--- src/rtl/data_mem_pipe.sv ---
// -----------------------------------------------------------------------------
// data_mem_pipe
//   Byte-addressed data memory for the 24-bit MIPS datapath. One request per
//   cycle is taken on a valid/ready port. Writes honour per-byte enables. Every
//   accepted request returns exactly one response after READ_LATENCY cycles, in
//   acceptance order. A request that is misaligned or past the end of memory is
//   flagged with rsp_err and never touches storage. After reset the block sweeps
//   zeros through every word (INIT) before it starts accepting requests (RUN).
//
// Ports
//   clk        rising-edge clock
//   rst_n      synchronous active-low reset
//   req_valid  request present
//   req_ready  request can be accepted this cycle (RUN state only)
//   req_we     1 = write, 0 = read
//   req_addr   byte address; word index = req_addr / BYTES
//   req_wdata  write data
//   req_be     byte enables, bit i covers req_wdata[8i+7:8i]
//   rsp_valid  one-cycle response strobe
//   rsp_we     request type echoed back with the response
//   rsp_rdata  read data (zero for writes and errored requests)
//   rsp_err    request was misaligned or out of range
// -----------------------------------------------------------------------------
module data_mem_pipe #(
  parameter int DATA_WIDTH   = 24,
  parameter int DEPTH        = 64,
  parameter int ADDR_WIDTH   = 24,
  parameter int READ_LATENCY = 2
) (
  input  logic                      clk,
  input  logic                      rst_n,
  input  logic                      req_valid,
  output logic                      req_ready,
  input  logic                      req_we,
  input  logic [ADDR_WIDTH-1:0]     req_addr,
  input  logic [DATA_WIDTH-1:0]     req_wdata,
  input  logic [DATA_WIDTH/8-1:0]   req_be,
  output logic                      rsp_valid,
  output logic                      rsp_we,
  output logic [DATA_WIDTH-1:0]     rsp_rdata,
  output logic                      rsp_err
);

  localparam int BYTES = DATA_WIDTH / 8;
  localparam int IDX_W = (DEPTH > 1) ? $clog2(DEPTH) : 1;

  typedef enum logic {
    ST_INIT,
    ST_RUN
  } state_t;

  // One slot of the response shift pipeline.
  typedef struct packed {
    logic                  valid;
    logic                  we;
    logic                  err;
    logic [DATA_WIDTH-1:0] data;
  } rsp_t;

  state_t                state_q, state_d;
  logic [IDX_W-1:0]      clear_ptr_q, clear_ptr_d;
  rsp_t                  pipe_q [READ_LATENCY];
  rsp_t                  pipe_d [READ_LATENCY];
  logic [DATA_WIDTH-1:0] mem_q [DEPTH];

  // ---------------------------------------------------------------------------
  // Request decode. The divide/modulo run at full address width so a large
  // address can never alias onto a valid word.
  // ---------------------------------------------------------------------------
  logic [ADDR_WIDTH-1:0] word_addr;
  logic [ADDR_WIDTH-1:0] byte_off;
  logic [IDX_W-1:0]      req_idx;
  logic                  req_err;
  logic                  accept;
  logic [DATA_WIDTH-1:0] old_word;
  logic [DATA_WIDTH-1:0] merged_word;

  assign word_addr = req_addr / ADDR_WIDTH'(BYTES);
  assign byte_off  = req_addr % ADDR_WIDTH'(BYTES);
  assign req_err   = (byte_off != '0) || (word_addr >= ADDR_WIDTH'(DEPTH));
  assign req_idx   = word_addr[IDX_W-1:0];
  assign accept    = req_valid && req_ready;
  assign old_word  = mem_q[req_idx];

  // Byte-enable merge of new data over the stored word.
  always_comb begin
    // NOTE: every always_comb output gets a default first so no latch is inferred.
    merged_word = old_word;
    for (int b = 0; b < BYTES; b++) begin
      if (req_be[b]) merged_word[8*b +: 8] = req_wdata[8*b +: 8];
    end
  end

  // ---------------------------------------------------------------------------
  // Control FSM: INIT sweeps zeros through memory, RUN accepts requests.
  // ---------------------------------------------------------------------------
  always_comb begin
    state_d     = state_q;
    clear_ptr_d = clear_ptr_q;
    req_ready   = 1'b0;
    unique case (state_q)
      ST_INIT: begin
        clear_ptr_d = clear_ptr_q + IDX_W'(1);
        if (clear_ptr_q == IDX_W'(DEPTH - 1)) begin
          state_d     = ST_RUN;
          clear_ptr_d = '0;
        end
      end
      ST_RUN: begin
        // Ready drops during a reset cycle so nothing is accepted on a reset edge.
        req_ready = rst_n;
      end
      default: begin
        state_d = ST_INIT;
      end
    endcase
  end

  // Single write port shared by the INIT sweep and accepted writes.
  logic                  mem_we;
  logic [IDX_W-1:0]      mem_waddr;
  logic [DATA_WIDTH-1:0] mem_wdata;

  always_comb begin
    mem_we    = 1'b0;
    mem_waddr = '0;
    mem_wdata = '0;
    if (rst_n) begin
      if (state_q == ST_INIT) begin
        mem_we    = 1'b1;
        mem_waddr = clear_ptr_q;
      end else if (accept && req_we && !req_err) begin
        mem_we    = 1'b1;
        mem_waddr = req_idx;
        mem_wdata = merged_word;
      end
    end
  end

  // ---------------------------------------------------------------------------
  // Response pipeline: stage 0 captures the request at the acceptance edge;
  // read data reflects memory contents before that edge.
  // ---------------------------------------------------------------------------
  always_comb begin
    pipe_d[0] = '0;
    if (accept) begin
      pipe_d[0].valid = 1'b1;
      pipe_d[0].we    = req_we;
      pipe_d[0].err   = req_err;
      pipe_d[0].data  = (req_we || req_err) ? '0 : old_word;
    end
    for (int i = 1; i < READ_LATENCY; i++) begin
      pipe_d[i] = pipe_q[i-1];
    end
  end

  always_ff @(posedge clk) begin
    // NOTE: sequential state uses non-blocking assignments only.
    if (!rst_n) begin
      state_q     <= ST_INIT;
      clear_ptr_q <= '0;
      for (int i = 0; i < READ_LATENCY; i++) pipe_q[i] <= '0;
    end else begin
      state_q     <= state_d;
      clear_ptr_q <= clear_ptr_d;
      for (int i = 0; i < READ_LATENCY; i++) pipe_q[i] <= pipe_d[i];
    end
  end

  // NOTE: storage has no reset; the INIT sweep clears it instead.
  always_ff @(posedge clk) begin
    if (mem_we) mem_q[mem_waddr] <= mem_wdata;
  end

  assign rsp_valid = pipe_q[READ_LATENCY-1].valid;
  assign rsp_we    = pipe_q[READ_LATENCY-1].we;
  assign rsp_err   = pipe_q[READ_LATENCY-1].err;
  assign rsp_rdata = pipe_q[READ_LATENCY-1].data;

endmodule

--- config.mk ---
export PLATFORM = sky130hd
export DESIGN_NAME = data_mem_pipe
export DESIGN_NICKNAME = d
export VERILOG_FILES = /design/src/rtl/data_mem_pipe.sv
export SDC_FILE = /design/constraint.sdc
export NUM_CORES = 2
export LEC_CHECK = 0
export ABC_CLOCK_PERIOD_IN_PS = 16200
export BUFFER_PORTS_ARGS = -buffer_cell sky130_fd_sc_hd__buf_2
export CORE_MARGIN = 4
export CORE_UTILIZATION = 50
export CTS_CLUSTER_DIAMETER = 40
export CTS_CLUSTER_SIZE = 16
export DETAILED_ROUTE_END_ITERATION = 7
export PLACE_DENSITY = 0.77
export SKIP_CTS_REPAIR_TIMING = 1
export SLEW_MARGIN = 20
export SYNTH_ARGS = -nofsm -noshare
export SYNTH_HDL_FRONTEND = slang
export SYNTH_SLANG_ARGS = --single-unit
--- constraint.sdc ---
create_clock -name clk -period 16.2 [get_ports clk]
set_input_delay 1.62 -clock clk [delete_from_list [all_inputs] [get_ports clk]]
set_output_delay 1.62 -clock clk [all_outputs]
set_load 0.01 [all_outputs]
**After elaboration in Yosys (flattened, before gate mapping)**

Memory sizes are Yosys's and may differ from the RTL's.
Index checks and enable logic that the tools add are counted.

- Logic and storage cells: 42
- Bits in writable memories: 1,590
- Memories: 2
- Register bits after elaboration: 7

- Add/sub/neg operators: 1
- Reduce and logical (&&, ||, !) cells: 7
- Multiplexer cells: 24
- Order comparisons: 1
- Equal/unequal tests: 1
- Bitwise gates (word level): 2
- Divide/modulo/power cells: 2

Memories:

| name | depth | width | read ports | clocked after memory_dff | wr ports | RTL line | text |
|---|---|---|---|---|---|---|---|
| mem_q | 64 | 24 | 1 | 0 | 1 | 64 | `logic [DATA_WIDTH-1:0] mem_q [DEPTH];` |
| pipe_q | 2 | 27 | 2 | 0 | 2 | 62 | `rsp_t pipe_q [READ_LATENCY];` |

Operators with widths:

| kind | count |
|---|---|
| $mux W24 | 4 |
| $mux W27 | 3 |
| $div A24 B2 Y24 const B | 1 |
| $ge A24 B7 Y1 const B | 1 |
| $mod A24 B2 Y24 const B | 1 |
| $mux W6 | 4 |
| $mux W8 | 3 |
| $reduce_bool A24 Y1 | 1 |
| $mux W1 | 10 |
| $add A6 B1 Y6 const B | 1 |
| $eq A6 B6 Y1 const B | 1 |
| $logic_and A1 B1 Y1 | 3 |
| $logic_or A1 B1 Y1 | 2 |
| $or A1 B1 Y1 | 2 |
| $logic_not A1 Y1 | 1 |

**Longest topological paths before layout**

- Depth in word-level cells: 10
- Depth in mapped cells: 49

**Least setup slack after synthesis**

OpenSTA, ideal clock, no wires.

- Kind: input to register
- From: input req_addr[20]
- To: memory mem_q[0][22] (data pin)
- Stages: 44
- Arrival time: 11.925 ns
- Required time: 15.652 ns
- Library setup time: 0.548 ns
- Setup slack: 3.727 ns
- Cell sequence: buf_2 -> or3b_1 -> a31oi_1 -> a22oi_1 -> and2_1 -> buf_2 -> o311ai_4 -> a221oi_1 -> nand2_1 -> buf_4 -> nor3_1 -> o311a_1 -> or3_1 -> buf_2 -> o22a_1 -> or3_4 -> nor3_4 -> a211oi_1 -> [... 8 more ...] -> a21oi_2 -> clkbuf_1 -> clkbuf_1 -> clkbuf_1 -> nor2_1 -> a21oi_1 -> ha_1 -> clkbuf_1 -> inv_1 -> o311ai_1 -> a221o_1 -> buf_6 -> and3_1 -> a211oi_1 -> or4_1 -> or4_1 -> o31a_1 -> a21oi_1

- Cells in the longest elaborated chain, start to end: 8
- Elaborated cells on any way between the ends: 12
- Those cells by class: 2 x div; 1 x order compare; 4 x mux; 4 x reduce/logical; 1 x memory

RTL lines:

| what | RTL line | text |
|---|---|---|
| start: declaration | 35 | `input logic [ADDR_WIDTH-1:0] req_addr,` |
| $div A24 B2 Y24 / $mod A24 B2 Y24 (equally long branches) | 78, 79 |  |
| $ge A24 B7 Y1 / $reduce_bool A24 Y1 (equally long branches) | 80 | `assign req_err = (byte_off != '0) \|\| (word_addr >= ADDR_WIDTH'(DEPTH));` |
| $logic_or A1 B1 Y1 | 80 |  |
| $logic_not A1 Y1 | 132 | `end else if (accept && req_we && !req_err) begin` |
| $logic_and A1 B1 Y1 | 132 |  |
| $mux W24 * | 132 |  |
| $mux W24 * | 129 | `if (state_q == ST_INIT) begin` |
| $mux W24 * | 128 | `if (rst_n) begin` |
| named net mem_wdata[22] | 122 | `logic [DATA_WIDTH-1:0] mem_wdata;` |
| end: declaration | 64 |  |

Mark *: on every way through the listed nets, which the timed path passes. The rest lies on a longest branch.

**Worst setup path after layout**

- From: input req_addr[21]
- To: memory mem_q[59][3] (data pin)

The elaborated chain is that of the path after synthesis.

==> flow_summary.yaml <==
outcome:
  status: "finished, violations left"
  violations: "design-rule violations"
job:
  cap_violations: 0
timing:
  post-route-period-util_pct: 83.1
  setup_tns_ns: 0
  period_needed_ns: 13.46
  fmax_mhz: 74.3
  drv_slew: 0
  setup_viol: 0
  relSlewSlack_pct: 21.2
  hold_viol_final: 0
  rsz0062_at_grt: "false"
  fin_worst_skew_ns: 0.0372
  tightest_slew_ns: 1.18
worst_setup_path:
  setup.worst_path.end_class: "flop"
  r2r_cells: 9
  timing.rr.start: "state_q"
  critPathBufInv: 6
  cp_max_fo: 125
  required_ns: 16.72
  cp_data_arrival_time_ns: 13.98
  crit_family: "compound AO/OA/AOI/OAI gates"
  startpoint_type: "input port"
  rr_endpoint: "mem_q[37][17]"
  max_stage_delay_ns: 0.74
  cp_slowest_cell: "nand2_8"
  critPathKind: "input port to flop"
  r2r_slack_ns: 11.89
layout:
  layout_commonest_cell: "edfxtp_1"
  final_area_sq_mm: 0.0722
  syn2layout_area_growth_pct: 13.3
  drive_above_1_share_pct: 14.1
  nets: 4373
  final_core_util_pct: 57.2
  final_cell_mix: "1536 x edfxtp_1, 312 x nand2_1, 274 x a211oi_1, 250 x and3_1, 191 x mux2i_1"
floorplanning:
  placementRows: 130
  io_pins: 83
  fp.dieH_um: 365
  fp.coreArea_sq_mm: 0.126
  die-area_sq_mm: 0.133
  die_x_um: 365
  initial_core_util_pct: 50.5
routing:
  wl_per_cell_um: 31.5
  initialDrtViolationCount: 6674
  drc: 9
  vias: 41900
  routed_wl_um: 192000
  first_pass_iters: 8
  vias_per_cell: 6.87
  detail-route-antenna-nets: 0
clocking:
  clk_pin_slew_worst_paths_ns: 0.06
  cts_tree: "done"
  cts_htree_levels: 4
  clk_latency_ns: 0.79
  cts.sinks: 1597
  numCtsBuffers: 159
  clock_path_buffers: 3
  cts_root_buf: "clkbuf_16"
worst_hold_path:
  holdPathEnd: "pipe_q[0][31]"
  hp-start: "pipe_q[0][4]"
  holdPathStages: 1
  hold_path.class: "flop to flop"
yosys:
  synth_top_area_share_pct: 72.3
  synth-edff-count: 1536
  synth_warnings: 0
  synthFlopType: "edfxtp_1"
  netlist_area_sq_mm: 0.0638
  synth_top_area_cell: "edfxtp_1"
  ys_ff_latch: 1597
  ys_types: 98
  syn_inst: 4253
  ys_top_cells_by_area: "edfxtp_1 72%, a211oi_1 3.2%, mux2i_1 3.0%"
  syn_avg_cell_area_sq_um: 15.0
  async_reset_ff_share_pct: 0
  syn_nets: 4311
  ys_seq_area_share_pct: 74.2
grt:
  grt.overflow.total: 0
  grt_pass1_wl_um: 274000
  grt_start_max_net_pins: 129
  grt_usage_pct: 28.3
  grt_pass1_vias: 39900
  antenna_found_initial: 10
placed_design:
  placed_area_sq_mm: 0.0666
  port_buffers: 82
  dp_hpwl_um: 104000
  gp_congestion: 0.983
power_and_ir_drop:
  leakage_uw: 0.0273
  ir_drop_mv: 0.109
  power.total_uw: 10300
  cellPowerDensity_mw_per_mm2: 142
[worst reg2reg max path, cell delays in order (launching register included)]
cell     delay (ns)
dfxtp_1        0.34
and3_1         0.21
nand2_1        0.10
inv_1          0.11
and3_1         0.69
buf_4          0.49
and3_1         0.26
o21ai_1        0.34
nor2_2         0.96
buf_4          0.46
[cell type report]
| cell class | count | area (sq um) |
|---|---|---|
| repair buffers | 208 | 1550 |
| flip-flops and latches | 1597 | 47300 |
| clock inverters | 119 | 1410 |
| multi-input cells | 2330 | 15700 |
| well taps | 1650 | 2060 |
| diodes | 7 | 17.5 |
| fillers | 9209 | 54000 |
| inverters | 19 | 71.3 |
| clock buffers | 170 | 4110 |
[synthesized netlist by cell type, types with 24 or more instances]
| library cell | number |
|---|---|
| a211oi_1 | 274 |
| a21oi_1 | 173 |
| a221oi_1 | 148 |
| a22oi_1 | 99 |
| a31oi_1 | 32 |
| and2_1 | 62 |
| and3_1 | 251 |
| buf_2 | 52 |
| clkbuf_1 | 232 |
| dfxtp_1 | 61 |
| edfxtp_1 | 1536 |
| mux2i_1 | 191 |
| nand2_1 | 317 |
| nand2b_1 | 25 |
| nand3_1 | 56 |
| nand4_1 | 98 |
| nor2_1 | 104 |
| nor3_1 | 49 |
| nor4_1 | 30 |
| o21ai_0 | 163 |
| o22ai_1 | 24 |
[stage by stage]
stage	setup WS (ns)	hold slack [ns]	std cells
5_1_grt	2.15	0.447	6094
2_1_floorplan	3.73	0.412	4253
4_1_cts	2.95	0.435	6090
6_report	2.74	0.433	6100
3_3_place_gp	2.24	0.415	5799
3_5_place_dp	2.25	0.420	5801
[state kept, by name (all words and copies together), names as in the netlist]
name,count
pipe_q,54
state_q,1
clear_ptr_q,6
mem_q,1536
[power by group]
| group | total [uW] | switching, uW | leakage (uW) | internal (uW) |
|---|---|---|---|---|
| Clock | 3820 | 1680 | 0.00263 | 2140 |
| Sequential | 4470 | 3.02 | 0.0181 | 4460 |
| Combinational | 1980 | 1510 | 0.00652 | 467 |
[cells by family (layout without fill, tap and decap cells)]
group / Yosys count / count (layout) / synth area share, %
fa+ha+maj: 3 / 3 / 0.0588
buf+inv: 326 / 516 / 2.11
simple gates: 1068 / 1068 / 8.82
xor+xnor: 11 / 11 / 0.151
mux: 192 / 192 / 3.01
flops: 1597 / 1597 / 74.2
compound gates: 1056 / 1056 / 11.6
other cells: 0 / 7 / 0
[worst max-delay path by stage]
| stage | from | cells after the start | endpoint | slack, ns |
|---|---|---|---|---|
| after floorplan | req_addr[20] | 44 | mem_q[0][22] | 3.73 |
| after global placement | req_addr[20] | 33 | mem_q[10][9] | 2.24 |
| after detailed placement | req_addr[20] | 33 | mem_q[12][13] | 2.25 |
| after CTS | req_addr[20] | 33 | mem_q[59][13] | 2.95 |
| after global routing | req_addr[20] | 34 | mem_q[34][3] | 2.15 |
| final | req_addr[21] | 34 | mem_q[59][3] | 2.74 |
[metal layers]
| metal | up-vias | GRT usage [%] | part of all wire, % |
|---|---|---|---|
| met5 | - | 0 | 0.033 |
| met4 | 10 | 15.5 | 6.2 |
| met3 | 731 | 9.33 | 15 |
| met2 | 3525 | 42.5 | 44 |
| met1 | 20500 | 36.6 | 34 |
| li1 | 17200 | - | - |
Power figures use the tool's default switching activity.
